[config.mk]
export PLATFORM = sky130hd
export DESIGN_NAME = seg7_scan_driver_flat
export DESIGN_NICKNAME = d
export VERILOG_FILES = /design/src/rtl/seg7_scan_driver_if.sv /design/src/rtl/seg7_scan_driver.sv /design/src/flat_wrapper.sv
export SDC_FILE = /design/constraint.sdc
export NUM_CORES = 1
export LEC_CHECK = 0
export ABC_CLOCK_PERIOD_IN_PS = 5650
export BUFFER_PORTS_ARGS = -buffer_cell sky130_fd_sc_hd__clkbuf_2
export CELL_PAD_IN_SITES_DETAIL_PLACEMENT = 0
export CELL_PAD_IN_SITES_GLOBAL_PLACEMENT = 1
export CORE_ASPECT_RATIO = 1.25
export CORE_MARGIN = 2
export CORE_UTILIZATION = 52
export DETAILED_ROUTE_END_ITERATION = 7
export PLACE_DENSITY_LB_ADDON = 0.1
export SLEW_MARGIN = 10
export SYNTH_ARGS = -nofsm -noshare
export SYNTH_HDL_FRONTEND = slang
export SYNTH_SLANG_ARGS = --single-unit
[constraint.sdc]
create_clock -name clk -period 5.65 [get_ports clk]
set_input_delay 1.13 -clock clk [delete_from_list [all_inputs] [get_ports clk]]
set_output_delay 1.13 -clock clk [all_outputs]
set_load 0.005 [all_outputs]
[src/rtl/seg7_scan_driver_if.sv]
// Load-side bus of the 7-segment scan driver.
//   value    : binary value to display
//   load     : one-cycle capture/convert strobe
//   dp_en    : decimal point enable (sampled with load)
//   dp_pos   : digit index carrying the dp (0 = rightmost)
//   blank_lz : leading-zero blanking enable (sampled with load)
//   busy     : conversion in progress (driver -> application)
interface seg7_scan_driver_if #(
   parameter int VAL_W = 32,
   parameter int DPW   = 3
);
   logic [VAL_W-1:0] value;
   logic             load;
   logic             dp_en;
   logic [DPW-1:0]   dp_pos;
   logic             blank_lz;
   logic             busy;

   modport master (
      output value, load, dp_en, dp_pos, blank_lz,
      input  busy
   );

   modport slave (
      input  value, load, dp_en, dp_pos, blank_lz,
      output busy
   );
endinterface

[src/rtl/seg7_scan_driver.sv]
// Multiplexed common-anode 7-segment driver.
// A loaded binary value is converted to BCD by shift-add-3 (one bit per
// clock). The result is committed atomically to a display register that
// is scanned one digit per SCAN_DIV clocks.
//   clk    : system clock
//   rst_n  : asynchronous active-low reset
//   bus    : load-side interface (value/load/dp_en/dp_pos/blank_lz/busy)
//   phyPad : segments, active-low, bit7 = dp, bits6:0 = g..a
//   an     : digit enables, active-low, at most one low bit
//
// state  | meaning
// IDLE   | waiting for load, display register stable
// SHIFT  | one shift-add-3 step per cycle, VAL_W cycles
// COMMIT | copy conversion result to the display register
module seg7_scan_driver #(
   parameter int DIGITS   = 8,
   parameter int VAL_W    = 32,
   parameter int SCAN_DIV = 32000,
   parameter int DPW      = $clog2(DIGITS)
) (
   input  logic              clk,
   input  logic              rst_n,
   seg7_scan_driver_if.slave bus,
   output logic [7:0]        phyPad,
   output logic [DIGITS-1:0] an
);

   localparam int BW = 4 * DIGITS;
   localparam int CW = $clog2(VAL_W);
   localparam int PW = $clog2(SCAN_DIV);

   typedef enum logic [1:0] {
      IDLE,
      SHIFT,
      COMMIT
   } state_t;

   state_t state, state_nx;

   logic [VAL_W-1:0] val_sr;
   logic [BW-1:0]    bcd;
   logic [BW-1:0]    bcd_adj;
   logic             ovf;
   logic [CW-1:0]    shift_cnt;
   logic             cap_dp_en;
   logic [DPW-1:0]   cap_dp_pos;
   logic             cap_blank;

   logic [BW-1:0]    disp_bcd;
   logic             disp_dp_en;
   logic [DPW-1:0]   disp_dp_pos;
   logic             disp_blank;
   logic             disp_ovf;

   logic [PW-1:0]    presc;
   logic [DPW-1:0]   scan_idx;
   logic             tc;
   logic [3:0]       cur_dig;
   logic             all_zero;
   logic             dp_guard;
   logic             dp_here;
   logic             blank_here;
   logic [7:0]       seg_nx;

   function automatic logic [7:0] seg_code(input logic [3:0] d);
      case (d)
         4'd0:    seg_code = 8'hC0;
         4'd1:    seg_code = 8'hF9;
         4'd2:    seg_code = 8'hA4;
         4'd3:    seg_code = 8'hB0;
         4'd4:    seg_code = 8'h99;
         4'd5:    seg_code = 8'h92;
         4'd6:    seg_code = 8'h82;
         4'd7:    seg_code = 8'hF8;
         4'd8:    seg_code = 8'h80;
         4'd9:    seg_code = 8'h90;
         default: seg_code = 8'hFF;
      endcase
   endfunction

   always_ff @(posedge clk or negedge rst_n) begin
      if (!rst_n) state <= IDLE;
      else        state <= state_nx;
   end

   always_comb begin
      state_nx = state;
      case (state)
         IDLE:    if (bus.load) state_nx = SHIFT;
         SHIFT:   if (shift_cnt == '0) state_nx = COMMIT;
         COMMIT:  state_nx = IDLE;
         default: state_nx = IDLE;
      endcase
   end

   assign bus.busy = (state != IDLE);

   always_comb begin
      bcd_adj = bcd;
      for (int i = 0; i < DIGITS; i++) begin
         if (bcd[4*i +: 4] >= 4'd5) bcd_adj[4*i +: 4] = bcd[4*i +: 4] + 4'd3;
      end
   end

   always_ff @(posedge clk or negedge rst_n) begin
      if (!rst_n) begin
         val_sr      <= '0;
         bcd         <= '0;
         ovf         <= 1'b0;
         shift_cnt   <= '0;
         cap_dp_en   <= 1'b0;
         cap_dp_pos  <= '0;
         cap_blank   <= 1'b1;
         disp_bcd    <= '0;
         disp_dp_en  <= 1'b0;
         disp_dp_pos <= '0;
         disp_blank  <= 1'b1;
         disp_ovf    <= 1'b0;
      end else begin
         case (state)
            IDLE: begin
               if (bus.load) begin
                  val_sr     <= bus.value;
                  bcd        <= '0;
                  ovf        <= 1'b0;
                  shift_cnt  <= CW'(VAL_W - 1);
                  cap_dp_en  <= bus.dp_en;
                  cap_dp_pos <= bus.dp_pos;
                  cap_blank  <= bus.blank_lz;
               end
            end
            SHIFT: begin
               bcd       <= {bcd_adj[BW-2:0], val_sr[VAL_W-1]};
               val_sr    <= {val_sr[VAL_W-2:0], 1'b0};
               shift_cnt <= shift_cnt - 1'b1;
               // a bit leaving the top nibble means the value needs more digits
               if (bcd_adj[BW-1]) ovf <= 1'b1;
            end
            COMMIT: begin
               disp_bcd    <= bcd;
               disp_dp_en  <= cap_dp_en;
               disp_dp_pos <= cap_dp_pos;
               disp_blank  <= cap_blank;
               disp_ovf    <= ovf;
            end
            default: ;
         endcase
      end
   end

   assign tc      = (presc == PW'(SCAN_DIV - 1));
   assign cur_dig = disp_bcd[{scan_idx, 2'b00} +: 4];

   always_comb begin
      all_zero = 1'b1;
      for (int i = 0; i < DIGITS; i++) begin
         if (i >= int'(scan_idx) && disp_bcd[4*i +: 4] != 4'd0) all_zero = 1'b0;
      end
   end

   // digits at or right of the dp position are never blanked
   assign dp_guard   = disp_dp_en && (scan_idx <= disp_dp_pos);
   assign dp_here    = disp_dp_en && (scan_idx == disp_dp_pos);
   assign blank_here = disp_blank && (scan_idx != '0) && all_zero && !dp_guard;

   always_comb begin
      seg_nx = seg_code(cur_dig);
      if (dp_here) seg_nx[7] = 1'b0;
      if (blank_here) seg_nx = 8'hFF;
      if (disp_ovf)   seg_nx = 8'hBF;
   end

   // scan_idx names the digit shown at the next terminal count, so the
   // first dwell after reset lands on digit 0
   always_ff @(posedge clk or negedge rst_n) begin
      if (!rst_n) begin
         presc    <= '0;
         scan_idx <= '0;
         phyPad   <= 8'hFF;
         an       <= '1;
      end else begin
         if (tc) begin
            presc  <= '0;
            phyPad <= seg_nx;
            an     <= ~(DIGITS'(1) << scan_idx);
            if (scan_idx == DPW'(DIGITS - 1)) scan_idx <= '0;
            else                              scan_idx <= scan_idx + 1'b1;
         end else begin
            presc <= presc + 1'b1;
         end
      end
   end

endmodule

[src/flat_wrapper.sv]
// flat-port wrapper written by rule: the top's interface ports become plain ports
module seg7_scan_driver_flat 
#(
   parameter int DIGITS   = 8,
   parameter int VAL_W    = 32,
   parameter int SCAN_DIV = 32000,
   parameter int DPW      = $clog2(DIGITS)
)
  (clk, rst_n, phyPad, an, bus_value, bus_load, bus_dp_en, bus_dp_pos, bus_blank_lz, bus_busy);
  seg7_scan_driver_if #(.VAL_W(VAL_W), .DPW(DPW)) bus_i ();
  input  logic clk;
  input  logic rst_n;
  output logic [7:0] phyPad;
  output logic [DIGITS-1:0] an;
  input wire logic [$bits(bus_i.value)-1:0] bus_value;
  input wire logic [$bits(bus_i.load)-1:0] bus_load;
  input wire logic [$bits(bus_i.dp_en)-1:0] bus_dp_en;
  input wire logic [$bits(bus_i.dp_pos)-1:0] bus_dp_pos;
  input wire logic [$bits(bus_i.blank_lz)-1:0] bus_blank_lz;
  output wire logic [$bits(bus_i.busy)-1:0] bus_busy;
  assign bus_i.value = bus_value;
  assign bus_i.load = bus_load;
  assign bus_i.dp_en = bus_dp_en;
  assign bus_i.dp_pos = bus_dp_pos;
  assign bus_i.blank_lz = bus_blank_lz;
  assign bus_busy = bus_i.busy;
  seg7_scan_driver #(.DIGITS(DIGITS), .VAL_W(VAL_W), .SCAN_DIV(SCAN_DIV), .DPW(DPW)) u_core (.clk(clk), .rst_n(rst_n), .bus(bus_i), .phyPad(phyPad), .an(an));
endmodule
# == Word level (Yosys, flattened, before mapping) ==
# Memories as Yosys holds them, arrays and structs flattened.
# Cells that the tools add are included.
# Widths: inputs -> output; s select.
# totals
word_cells,119
mem_bits_ro,112
output_inout_bits,17
input_bits,40
regBits,149
memories,1
# classes
shift,2
order_cmp,16
n_mux,33
reduce_logical,30
add_sub_neg,11
eq_ne,8
n_bitwise,1
# mem_list
memory,words,word_bits,read_ports,rd_clocked_by_memory_dff,write_ports,line,source
(name not given),16,7,1,0,0,seg7_scan_driver.sv:66,case (d)
# op_table
operator,n
$pmux 32 s2,2
$mux 32,2
$add 4x2->4 const B,8
$ge 4x3->1 const B,8
$mux 4,8
$reduce_bool 4->1,8
$shiftx 32x6->4,1
$mux 8,2
$add 15x1->15 const B,1
$eq 15x15->1 const B,1
$mux 15,1
$logic_and 1x1->1,12
$mux 1,11
$pmux 5 s2,1
$ge 3x3->1 const A,3
$not 8->8,1
$shl 1x3->8 const A,1
$ge 1x3->1 const A,2
$ge 2x3->1 const A,2
$reduce_and 2->1,3
$logic_not 5->1,1
$mux 5,1
$sub 5x1->5 const B,1
$mux 2,2
other kinds (16),18

# == Longest topological paths before layout ==
# Gate-level depths: netlist of run 1.
# logic_depth
ltp_word,14
ltp_mapped,8
mapped_depth_nobuf,7

# == Least setup slack after synthesis of run 1 ==
# No wires, ideal clock.
# synth_path
path_kind,input-to-reg
startpoint,in bus_load
endpoint,reg u_core.val_sr[18]
setup_ns,0.141
path_stages,5
path_buffers,2
required_time_ns,5.509
setup_slack_ns,3.342
t_arrival_ns,2.167
cell_sequence,nor2_1 -> nor2_1 -> clkbuf_1 -> buf_1 -> a31oi_1
# synth_between
elab_chain_len,2
# synth_rtl
element,line,source
"start, declared",flat_wrapper.sv:16,input wire logic [$bits(bus_i.load)-1:0] bus_load;
$ne 2x2->1 (no source line),-,
$reduce_and 2->1 (no source line),-,
"end signal, assigned",seg7_scan_driver.sv:123,val_sr <= bus.value;
"end signal, assigned",seg7_scan_driver.sv:134,"val_sr <= {val_sr[VAL_W-2:0], 1'b0};"
"end, declared",seg7_scan_driver.sv:40,logic [VAL_W-1:0] val_sr;
# Every way passes these cells.
# A chain may end at the register's enable or synchronous reset.

# == Worst setup path after layout of run 1 ==
# layout_path
startpoint,reg u_core.scan_idx[0]
endpoint,reg u_core.phyPad[0]
# layout_between
elab_chain_len,14
elab_cells_between_ends,33
cone_classes,8 x order compare; 1 x shift; 10 x mux; 13 x reduce/logical; 1 x memory
# layout_rtl
element,line,source
"start, declared",seg7_scan_driver.sv:56,logic [DPW-1:0] scan_idx;
"start signal, assigned",seg7_scan_driver.sv:187,else scan_idx <= scan_idx + 1'b1;
$ge 1x3->1,seg7_scan_driver.sv:157,if (i >= int'(scan_idx) && disp_bcd[4*i +: 4] != 4'd0) all_zero = 1'b0;
$logic_and 1x1->1,seg7_scan_driver.sv:157,
$mux 1 (8 in a row),seg7_scan_driver.sv:157,
$logic_and 1x1->1 (2 in a row),seg7_scan_driver.sv:164,assign blank_here = disp_blank && (scan_idx != '0) && all_zero && !dp_guard;
$mux 8 *,seg7_scan_driver.sv:169,if (blank_here) seg_nx = 8'hFF;
$mux 8 *,seg7_scan_driver.sv:170,if (disp_ovf) seg_nx = 8'hBF;
"end signal, assigned",seg7_scan_driver.sv:184,phyPad <= seg_nx;
"end, declared",seg7_scan_driver.sv:24,"output logic [7:0] phyPad,"
# Every way passes the cells marked *; elsewhere a longest branch is shown, timed or not.

==> key figures, run 1 <==
Run status
  – Status: finished clean

Logic synthesis
  – Main combinational cell family by area after synthesis: simple AND/OR/NAND/NOR gates
  – Synth Warn #: 0
  – Synth Area in Simple Gates: a little over an eighth
  – Gate Count Post-Synth: about 680
  – Post-synth top area cell: dfrtp_1
  – Top cell type's share of synthesized area: around 45%
  – Ys async rst share: 100%
  – Net Count, Synth: 751
  – Mux contribution to synthesized area: about 10%
  – Synthesized flop and latch total: roughly 150
  – Post-Synth Adder-Cell Area: 5.65%
  – Post-synthesis instance area: about 7300 µm²
  – Sequential fraction of the synthesis area: around half
  – Library cells used by synthesis: between 50 and 60
  – Synth Area in Compound Gates: roughly an eighth
  – Top cells by area, synth: dfrtp_1, dfstp_2, mux2_2
  – Synth Area in XOR/XNOR: 3.60%
  – Avg Inst Size Synth: about 11 µm²
  – Predominant post-synthesis flop cell: dfrtp_1
  – Post-synth EDFFs: 0

Clock tree
  – Latest clock arrival within the worst-skew pair: between 400 and 500 ps
  – Clock root buffer: clkbuf_16
  – Post-CTS Resized: 0
  – Setup bufs post-CTS: 0
  – Hold bufs inserted after CTS: 0
  – # clock sinks: between 100 and 150
  – Longest Clk Path Bufs: 2
  – Reg clk slew, reported paths: 60 ps
  – H-tree depth: 4
  – CTS buffer count: 17
  – CTS tree: built

Worst hold path
  – HP Start: u_core.phyPad[7]
  – Hold Path Stages: 2
  – Hold WC Path Type: flip-flop to flip-flop

Setup path
  – CP max-delay cell: dfrtp_1
  – Critical Path Source: u_core.scan_idx[0]
  – Critical Path Sink Type: flip-flop
  – Critical-path cell list: mux4_2 -> mux2i_1 -> inv_1 -> ha_1 -> mux2_1 -> a21oi_1 -> a21oi_1
  – R2R depth: 7
  – Worst endpoint required time: roughly 6000 ps
  – Worst r2r dst: u_core.phyPad[0]
  – End point of the critical path: u_core.phyPad[0]
  – CP arrival: 2920 ps
  – CP max stage delay: between 600 and 700 ps
  – R2R Path Start: u_core.scan_idx[0]
  – Setup CP Type: flip-flop to flip-flop
  – Critical Path Most Common Cell: a21oi_1
  – Worst reg-to-reg setup slack: 3070 ps
  – Worst-path maximum fanout: 11
  – Worst setup SP type: flip-flop

Floorplanning
  – IO Pins: 57
  – Die area: roughly 15000 µm²
  – Chip Height: ~140 µm
  – Core footprint: between 10000 and 15000 µm²
  – Width of the die: 110 µm
  – FP Rows: 48
  – Initial Util: 53.1%

Layout
  – ANT cells: 0
  – Layout cell share with drive strength beyond 1: a little under a quarter
  – Design Area, Final: ~8300 µm²
  – Nets@finish: roughly 800
  – Commonest non-fill, non-tap cell in the layout: dfrtp_1
  – Fill cells: 1168
  – Area occupied by registers: 3750 µm²
  – Area of the multi-input gates: 3330 µm²
  – Most frequent cells in the layout: dfrtp_1, nand2_1, nor2_1
  – Layout Area Growth over Synthesis: 14.3%

Timing
  – Worst-Margin Slew: between 1000 and 1500 ps
  – Fin Clk Skew: 11.5 ps
  – Setup TNS: 0 ps
  – Crit share post-route: a little under half
  – Minimum clock period: ~2600 ps
  – RSZ-0062 raised after global routing: false
  – Hold slack: roughly 450 ps
  – Max-slew violations: 0
  – F_max: 388 MHz
  – Slew Limit Headroom: about a fifth
  – Setup-failing EPs final: 0
  – Hold Fails Final Rpt: 0

Detailed routing
  – DR iter-0 viols: between 300 and 400
  – Final WL: about 14000 µm
  – Routed vias: a little over 5000
  – Vias per cell: between 5 and 6
  – DR pass1 iterations: 6
  – DRC: 0
  – Final ANT Viol Nets: 0
  – Routed WL per cell: around 16 µm

Global route
  – GRT Max-Usage Layer: met2
  – Vias in the first global route: 5046
  – First-pass GRT wire length: roughly 24000 µm
  – Met3 GRT Util: under 10%
  – M1 GR Usage: approximately a quarter
  – Met2 usage: between 30% and 40%
  – Initial antenna violation count: 0
  – Total Routing Usage GR: a little over a fifth
  – Grt ovf: 0
  – Largest net degree at the start of global routing: 102

Power
  – Psw: ~1300 µW
  – Comb pwr share: a little under 30%
  – Worst vdd rail ir drop: 0.225 mV
  – Sequential share of power: between 40% and 50%
  – Pleak: 0.00396 µW
  – Internal power: approximately 2700 µW
  – Switch share: 32.8%
  – Pwr dens: roughly 480 nW/µm²
  – Clock power share: roughly 30%

Place
  – # port buffers: between 50 and 60
  – Post-DP HPWL: just under 10000 µm
  – Routability cong.: 0.816
  – Dpl cell area: about 7700 µm²

Run
  – Max-cap violations: 0
-- power by group through the flow --
stage | clock network [µW] | registers (µW) | logic, µW
after floorplan | 0 | 1540 | 968
after global routing | 1260 | 1660 | 1360
after CTS | 1200 | 1620 | 1200
after global placement | 0 | 1620 | 1140
final | 1180 | 1620 | 1190
after detailed placement | 0 | 1630 | 1200
-- synth_stat cells, types with 2 or more instances --
cell type / instances
o21ai_0: 28
a31oi_1: 43
or2_2: 2
inv_1: 30
nand2_1: 95
o22ai_1: 8
mux2_2: 40
dfrtp_1: 131
o32ai_1: 7
a21oi_1: 15
mux2i_4: 2
and4_1: 3
mux2i_1: 3
a222oi_1: 2
mux4_2: 8
nor2_1: 61
a32o_1: 9
o21ai_1: 2
nand2b_1: 11
xnor2_1: 17
clkbuf_1: 23
or4_1: 7
nor2b_1: 3
buf_2: 5
a22o_1: 9
and3_1: 5
nor4_1: 3
dfstp_2: 18
xor2_1: 13
nand3_1: 5
ha_1: 33
buf_1: 5
nand4_1: 3
o31ai_1: 8
nand3b_1: 2
-- worst max-delay path: cells and delay by family (launching register included) --
| kind | cells | cell delay (ps) |
|---|---|---|
| AO/OA/AOI/OAI | 2 | 230 |
| adder cells (fa/ha/maj) | 1 | 220 |
| buffers and inverters | 1 | 150 |
| flip-flops | 1 | 630 |
| multiplexers | 3 | 1280 |
-- how the worst min path moves through the flow --
stage | to | slack [ps]
CTS | u_core.phyPad[7] | 460
detailed placement | u_core.phyPad[7] | 450
global placement | u_core.phyPad[7] | 450
finish | u_core.phyPad[7] | 450
floorplan | u_core.phyPad[7] | 440
global route | u_core.phyPad[7] | 480
-- per-layer routing --
metal / up-vias / wire length, µm
met3: 20 / 444
met5: - / 0
met2: 100 / 7260
met1: 2491 / 6540
met4: 0 / 242
li1: 2489 / -
-- cells by family after synthesis --
kind of cell,after synthesis
buf+inv,64
xor+xnor,30
fa+ha+maj,33
simple gates,207
compound gates,140
mux,55
flops,149
-- registers in the layout, summed over array words and instances, names as in the netlist, 2 cells and up --
signal / flops
u_core.an: 8
u_core.bcd: 32
u_core.cap_dp_pos: 3
u_core.disp_bcd: 32
u_core.disp_dp_pos: 3
u_core.phyPad: 8
u_core.presc: 15
u_core.scan_idx: 3
u_core.shift_cnt: 5
u_core.state: 2
u_core.val_sr: 32
-- stage by stage --
step / std cells / worst slack [ps] / total power, µW / util [%]
after floorplan: 678 / 3340 / 2510 / -
after global placement: 878 / 2720 / 2760 / 56.1
after detailed placement: 878 / 2660 / 2830 / 56.1
after CTS: 910 / 3040 / 4020 / 60.7
after global routing: 910 / 2790 / 4270 / 60.7
final: 910 / 3070 / 3990 / 60.7
-- cell type report --
class,instances,area share [%]
Clock buffer,24,6.13
Clock inverter,8,1.42
Inverter,30,1.35
Multi-Input combinational cell,465,39.8
Sequential cell,149,44.9
Tap cell,175,2.62
Timing Repair Buffer,59,3.70
No activity file was read; power rests on OpenSTA's default activity.
==> run 2, diff against run 1 <==
ABC_CLOCK_PERIOD_IN_PS = 2500   (was 5650)
CORE_UTILIZATION = 48   (was 52)
clock period = 2.5 ns   (was 5.65 ns; I/O delays follow)
==> key figures, run 2 (synthesized netlist as in run 1, its figures left out) <==
Run status
  – Status: finished clean

Global route
  – Total Routing Usage GR: 19.7% (-1.2 points)
  – Largest net degree at the start of global routing: 92 (-9.8%)
  – First-pass GRT wire length: 25300 µm (+3.6%)
  – Grt ovf: 0 (unchanged)
  – Vias in the first global route: 5225 (+3.5%)
  – Initial antenna violation count: 0 (unchanged)

Timing
  – Final Worst Setup Slack: 270 ps (-2800 ps)
  – Setup-failing EPs final: 0 (unchanged)
  – Fin Clk Skew: 8.84 ps (-2.68 ps)
  – Crit share post-route: 89.2% (+44 points)
  – Hold Fails Final Rpt: 0 (unchanged)
  – Max-slew violations: 0 (unchanged)
  – Worst-Margin Slew: 690 ps (-490 ps)
  – RSZ-0062 raised after global routing: false
  – Minimum clock period: 2230 ps (-349 ps)
  – F_max: 448 MHz (+16%)
  – Setup TNS: 0 ps (unchanged)
  – Slew Limit Headroom: 54.0% (+33 points)

Floorplanning
  – FP Rows: 50 (+4.2%)
  – Width of the die: 114 µm (+3.9%)
  – IO Pins: 57 (unchanged)
  – Initial Util: 48.8% (-4.3 points)
  – Die area: 16200 µm² (+8.1%)
  – Chip Height: 142 µm (+4.0%)
  – Core footprint: 15000 µm² (+8.7%)

Layout
  – Fill cells: 1296 (+11%)
  – Top Registers: u_core.bcd x32, u_core.disp_bcd x32, u_core.val_sr x32
  – Design Area, Final: 8500 µm² (+1.8%)
  – Commonest non-fill, non-tap cell in the layout: dfrtp_1
  – ANT cells: 0 (unchanged)
  – Nets@finish: 807 (+1.5%)
  – Most frequent cells in the layout: dfrtp_1, nand2_1, nor2_1
  – Cell Count, Final, Fillers Out: 929 (+2.1%)
  – Layout Area Growth over Synthesis: 16.3%
  – Layout cell share with drive strength beyond 1: 24.4% (+1.1 points)
  – Area of the multi-input gates: 3330 µm² (unchanged)
  – Area occupied by registers: 3750 µm² (unchanged)

Power
  – Clock power share: 29.5% (about the same)
  – Psw: 3000 µW (+130%)
  – Switch share: 33.2% (+0.44 points)
  – Total power: 9050 µW (+130%)
  – Sequential share of power: 40.5% (about the same)
  – Internal power: 6040 µW (+130%)
  – Worst vdd rail ir drop: 0.540 mV (+140%)
  – Pleak: 0.00401 µW (+1.3%)
  – Comb pwr share: 30.0% (+0.2 points)
  – Pwr dens: 1060 nW/µm² (+120%)

Clock tree
  – Setup bufs post-CTS: 0 (unchanged)
  – # clock sinks: 149 (unchanged)
  – Reg clk slew, reported paths: 60 ps (about the same)
  – CTS tree: built
  – Longest Clk Path Bufs: 2 (unchanged)
  – CTS buffer count: 17 (unchanged)
  – H-tree depth: 4 (unchanged)
  – Post-CTS Resized: 0 (unchanged)
  – Clock root buffer: clkbuf_16
  – Latest clock arrival within the worst-skew pair: 430 ps (about the same)
  – Hold bufs inserted after CTS: 0 (unchanged)

Place
  – Post-DP HPWL: 10100 µm (+4.3%)
  – # port buffers: 56 (unchanged)
  – Routability cong.: 0.829 (+1.6%)
  – Dpl cell area: 7880 µm² (+2.1%)
  – Post-placement setup slack: 294 ps (-2360 ps)
  – Placed cell count: 897 (+2.2%)

Detailed routing
  – Final WL: 14800 µm (+2.3%)
  – Final ANT Viol Nets: 0 (unchanged)
  – Routed vias: 5204 (+2.0%)
  – Max Used Layer: met4
  – Vias per cell: 5.60 (about the same)
  – DR pass1 iterations: 4 (-2)
  – Routed WL per cell: 15.9 µm (+0.18%)
  – Met1 WL: 6560 µm (+0.32%)
  – Met3 WL: 528 µm (+19%)
  – DRC: 0 (unchanged)
  – DR WL met2: 7490 µm (+3.3%)
  – DR iter-0 viols: 198 (-35%)

Setup path
  – CP arrival: 2580 ps (-340 ps)
  – Worst reg-to-reg setup slack: 270 ps (-2800 ps)
  – Worst setup SP type: flip-flop
  – Setup CP Type: flip-flop to flip-flop
  – Critical Path Sink Type: flip-flop
  – Worst endpoint required time: 2850 ps (-3140 ps)
  – Worst-path maximum fanout: 7 (-4)

Worst hold path
  – Hold WC Path Type: input port to async pin

Run
  – Max-cap violations: 0 (unchanged)
==> run 2: cell count changes in the layout (fill, tap and decap cells not counted), moves of 4 or more <==
cell / before / now
buf_12: 0 / 5
buf_4: 3 / 10
clkbuf_8: 6 / 0
clkinvlp_4: 0 / 4
==> run 2: power by group through the flow <==
stage	logic (µW)	registers [µW]	clock network [µW]
floorplan	2190	3490	0
global placement	2650	3670	0
detailed placement	2750	3700	0
CTS	2750	3670	2710
global route	3100	3760	2830
finish	2710	3660	2670
==> run 2: final timing paths <==
check / startpoint / to / cells after the start
max in group asynchronous: rst_n / u_core.val_sr[13] / 2
worst max-delay path: u_core.scan_idx[0] / u_core.phyPad[1] / 8
worst min register to register: u_core.phyPad[7] / u_core.phyPad[7] / 2
worst max register to register: u_core.scan_idx[0] / u_core.phyPad[1] / 8
min in group clk: bus_value[6] / u_core.val_sr[6] / 3
worst min-delay path: rst_n / u_core.presc[7] / 1
==> run 2: per-stage QoR <==
step                util, %  hold slack [ps]
floorplan                 -              204
global placement       52.7              448
detailed placement     52.7              447
CTS                    56.8             70.3
global route           56.8             83.8
finish                 56.8             51.4
==> run 2: final cells by class <==
cell class,instances,share of cell area [%]
sequential,149,44.2
multi-input combinational,465,39.2
timing repair buffer,71,5.43
clock buffer,19,5.10
tap,182,2.68
clock inverter,13,2.15
inverter,30,1.33
==> run 2: layer usage <==
layer	GRT usage (%)	vias up
li1	-	2510
met1	24.4	2577
met2	33.6	101
met3	4.40	16
met4	7.57	0
met5	0	-
==> run 2: critical path: stages, from the launching register on <==
cell and delay, ps:
dfrtp_1 490, buf_4 200, inv_1 90, ha_1 240, nand3b_1 200, a222oi_1 360, o311a_1 300, a211oi_4 100
a31oi_1 180
==> run 3, diff against run 2 <==
SETUP_SLACK_MARGIN = 0.5   (was not set)
==> key figures, run 3 (synthesized netlist as in run 1, its figures left out) <==
Run status
  – Status: finished clean

Timing
  – RSZ-0062 raised after global routing: true
  – Fin Clk Skew: 10.1 ps (+1.26 ps)
  – Setup TNS: 0 ps (unchanged)
  – Slew Limit Headroom: 60.0% (+6.1 points)
  – Hold Fails Final Rpt: 0 (unchanged)
  – Max-slew violations: 0 (unchanged)
  – F_max: 488 MHz (+8.8%)
  – Final Worst Setup Slack: 450 ps (+180 ps)
  – Minimum clock period: 2050 ps (-180 ps)
  – Worst-Margin Slew: 600 ps (-90.9 ps)
  – Crit share post-route: 82.0% (-7.2 points)
  – Setup-failing EPs final: 0 (unchanged)

Detailed routing
  – Vias per cell: 5.50 (-1.7%)
  – Final WL: 15000 µm (+1.1%)
  – DR iter-0 viols: 242 (+22%)
  – DRC: 0 (unchanged)
  – Routed vias: 5190 (-0.27%)
  – DR pass1 iterations: 4 (unchanged)
  – Routed WL per cell: 15.9 µm (-0.37%)
  – Final ANT Viol Nets: 0 (unchanged)

Clock tree
  – Longest Clk Path Bufs: 2 (unchanged)
  – Clock root buffer: clkbuf_16
  – CTS tree: built
  – Latest clock arrival within the worst-skew pair: 420 ps (about the same)
  – CTS buffer count: 17 (unchanged)
  – # clock sinks: 149 (unchanged)
  – Hold bufs inserted after CTS: 0 (unchanged)
  – Reg clk slew, reported paths: 60 ps (about the same)
  – H-tree depth: 4 (unchanged)

Setup path
  – Critical Path Sink Type: flip-flop
  – CP Buf/Inv Count: 1 (-1)
  – R2R depth: 7 (-1)
  – Critical-path cell list: mux4_2 -> mux2i_4 -> inv_2 -> ha_2 -> mux2_2 -> a21oi_2 -> a21oi_1
  – R2R Path Start: u_core.scan_idx[0]
  – CP max-delay cell: mux4_2
  – Worst-path maximum fanout: 7 (unchanged)
  – Worst setup SP type: flip-flop
  – Worst reg-to-reg setup slack: 450 ps (+180 ps)
  – Setup CP Type: flip-flop to flip-flop
  – CP top delay family: multiplexers
  – Worst endpoint required time: 2830 ps (-20 ps)
  – CP max stage delay: 560 ps (+70 ps)
  – CP arrival: 2380 ps (-200 ps)
  – Worst r2r dst: u_core.phyPad[0]

Global route
  – Grt ovf: 0 (unchanged)
  – Initial antenna violation count: 0 (unchanged)
  – Vias in the first global route: 5400 (+3.3%)
  – First-pass GRT wire length: 25900 µm (+2.7%)
  – Largest net degree at the start of global routing: 62 (-33%)
  – Total Routing Usage GR: 20.1% (+0.39 points)

Layout
  – Layout cell share with drive strength beyond 1: 28.0% (+3.6 points)
  – Area of the multi-input gates: 3410 µm² (+2.4%)
  – Fill cells: 1302 (+0.46%)
  – Top Registers: u_core.bcd x32, u_core.disp_bcd x32, u_core.val_sr x32
  – Most frequent cells in the layout: dfrtp_1, nand2_1, nor2_1
  – Area occupied by registers: 3760 µm² (+0.13%)
  – Post-layout util: 58.4% (+1.5 points)
  – ANT cells: 0 (unchanged)
  – Nets@finish: 821 (+1.7%)
  – Design Area, Final: 8730 µm² (+2.7%)
  – Commonest non-fill, non-tap cell in the layout: dfrtp_1
  – Layout Area Growth over Synthesis: 19.5%

Floorplanning
  – Die area: 16200 µm² (unchanged)
  – Chip Height: 142 µm (unchanged)
  – Core footprint: 15000 µm² (unchanged)
  – Initial Util: 48.8% (unchanged)
  – Width of the die: 114 µm (unchanged)
  – FP Rows: 50 (unchanged)
  – IO Pins: 57 (unchanged)

Worst hold path
  – Hold WC Path Type: input port to async pin

Power
  – Pwr dens: 1070 nW/µm² (+0.41%)
  – Pleak: 0.00411 µW (+2.4%)
  – Worst vdd rail ir drop: 0.572 mV (+5.9%)

Place
  – Post-DP HPWL: 10200 µm (+0.92%)
  – # port buffers: 56 (unchanged)
  – Post-placement setup slack: 165 ps (-129 ps)
  – Dpl cell area: 7870 µm² (about the same)
  – Routability cong.: 0.852 (+2.8%)

Run
  – Max-cap violations: 0 (unchanged)
run 3: cell count changes in the layout (fill, tap and decap cells not counted), sizes merged:
cell      before  now
clkinv         5    4
mux2i          6    7
clkbuf        74   77
clkinvlp       4    0
buf           16   29
bufinv         4    6
run 3: power by group:
group          internal, µW  total (µW)  switching, µW
Clock                  1940        2880            940
Combinational          1320        2790           1470
Sequential             3100        3660            557
run 3: what timing repair did:
action / 4_1_cts / 5_1_grt
pin swaps: 8 / 10
endpoints found under the hold margin: 0 / 0
gates cloned: 0 / 1
setup endpoints to repair: 8 / 8
buffers inserted: 10 / 4
resized for setup: 9 / 9
run 3: worst max-delay path by stage:
stage	start	end	cells past startpoint
after floorplan	u_core.scan_idx[1]	u_core.phyPad[4]	8
final	u_core.scan_idx[0]	u_core.phyPad[0]	7
after detailed placement	u_core.scan_idx[1]	u_core.phyPad[4]	7
after global placement	u_core.scan_idx[1]	u_core.phyPad[4]	7
after global routing	u_core.scan_idx[1]	u_core.phyPad[5]	8
after CTS	u_core.scan_idx[0]	u_core.phyPad[0]	7
run 3: layout make-up:
cell class / count / share of cell area [%]
inverter: 30 / 1.29
tap: 182 / 2.61
sequential: 149 / 43.0
clock buffer: 22 / 5.43
timing repair buffer: 84 / 6.31
multi-input combinational: 466 / 39.0
clock inverter: 10 / 2.29
run 3: stage by stage:
stage               instances  total power [µW]  hold WS [ps]
floorplan                 678              5690           204
CTS                       938              9410          84.6
detailed placement        896              6470           454
global placement          896              6350           448
global route              943             10000           115
finish                    943              9330          77.0
run 3: routing by layer:
| metal | track usage (%) | part of all wire (%) | up-vias |
|---|---|---|---|
| met5 | 0 | 0 | - |
| met4 | 7.96 | 2.1 | 0 |
| met3 | 3.93 | 3.0 | 22 |
| met2 | 34.4 | 51 | 86 |
| met1 | 25.0 | 44 | 2536 |
| li1 | - | - | 2546 |
run 3: worst reg2reg max path, delay by kind of cell, from the launching register on:
family	cells	cell delay, ps
AO/OA/AOI/OAI	2	220
multiplexers	3	1030
adder cells (fa/ha/maj)	1	170
flip-flops	1	480
buffers and inverters	1	60
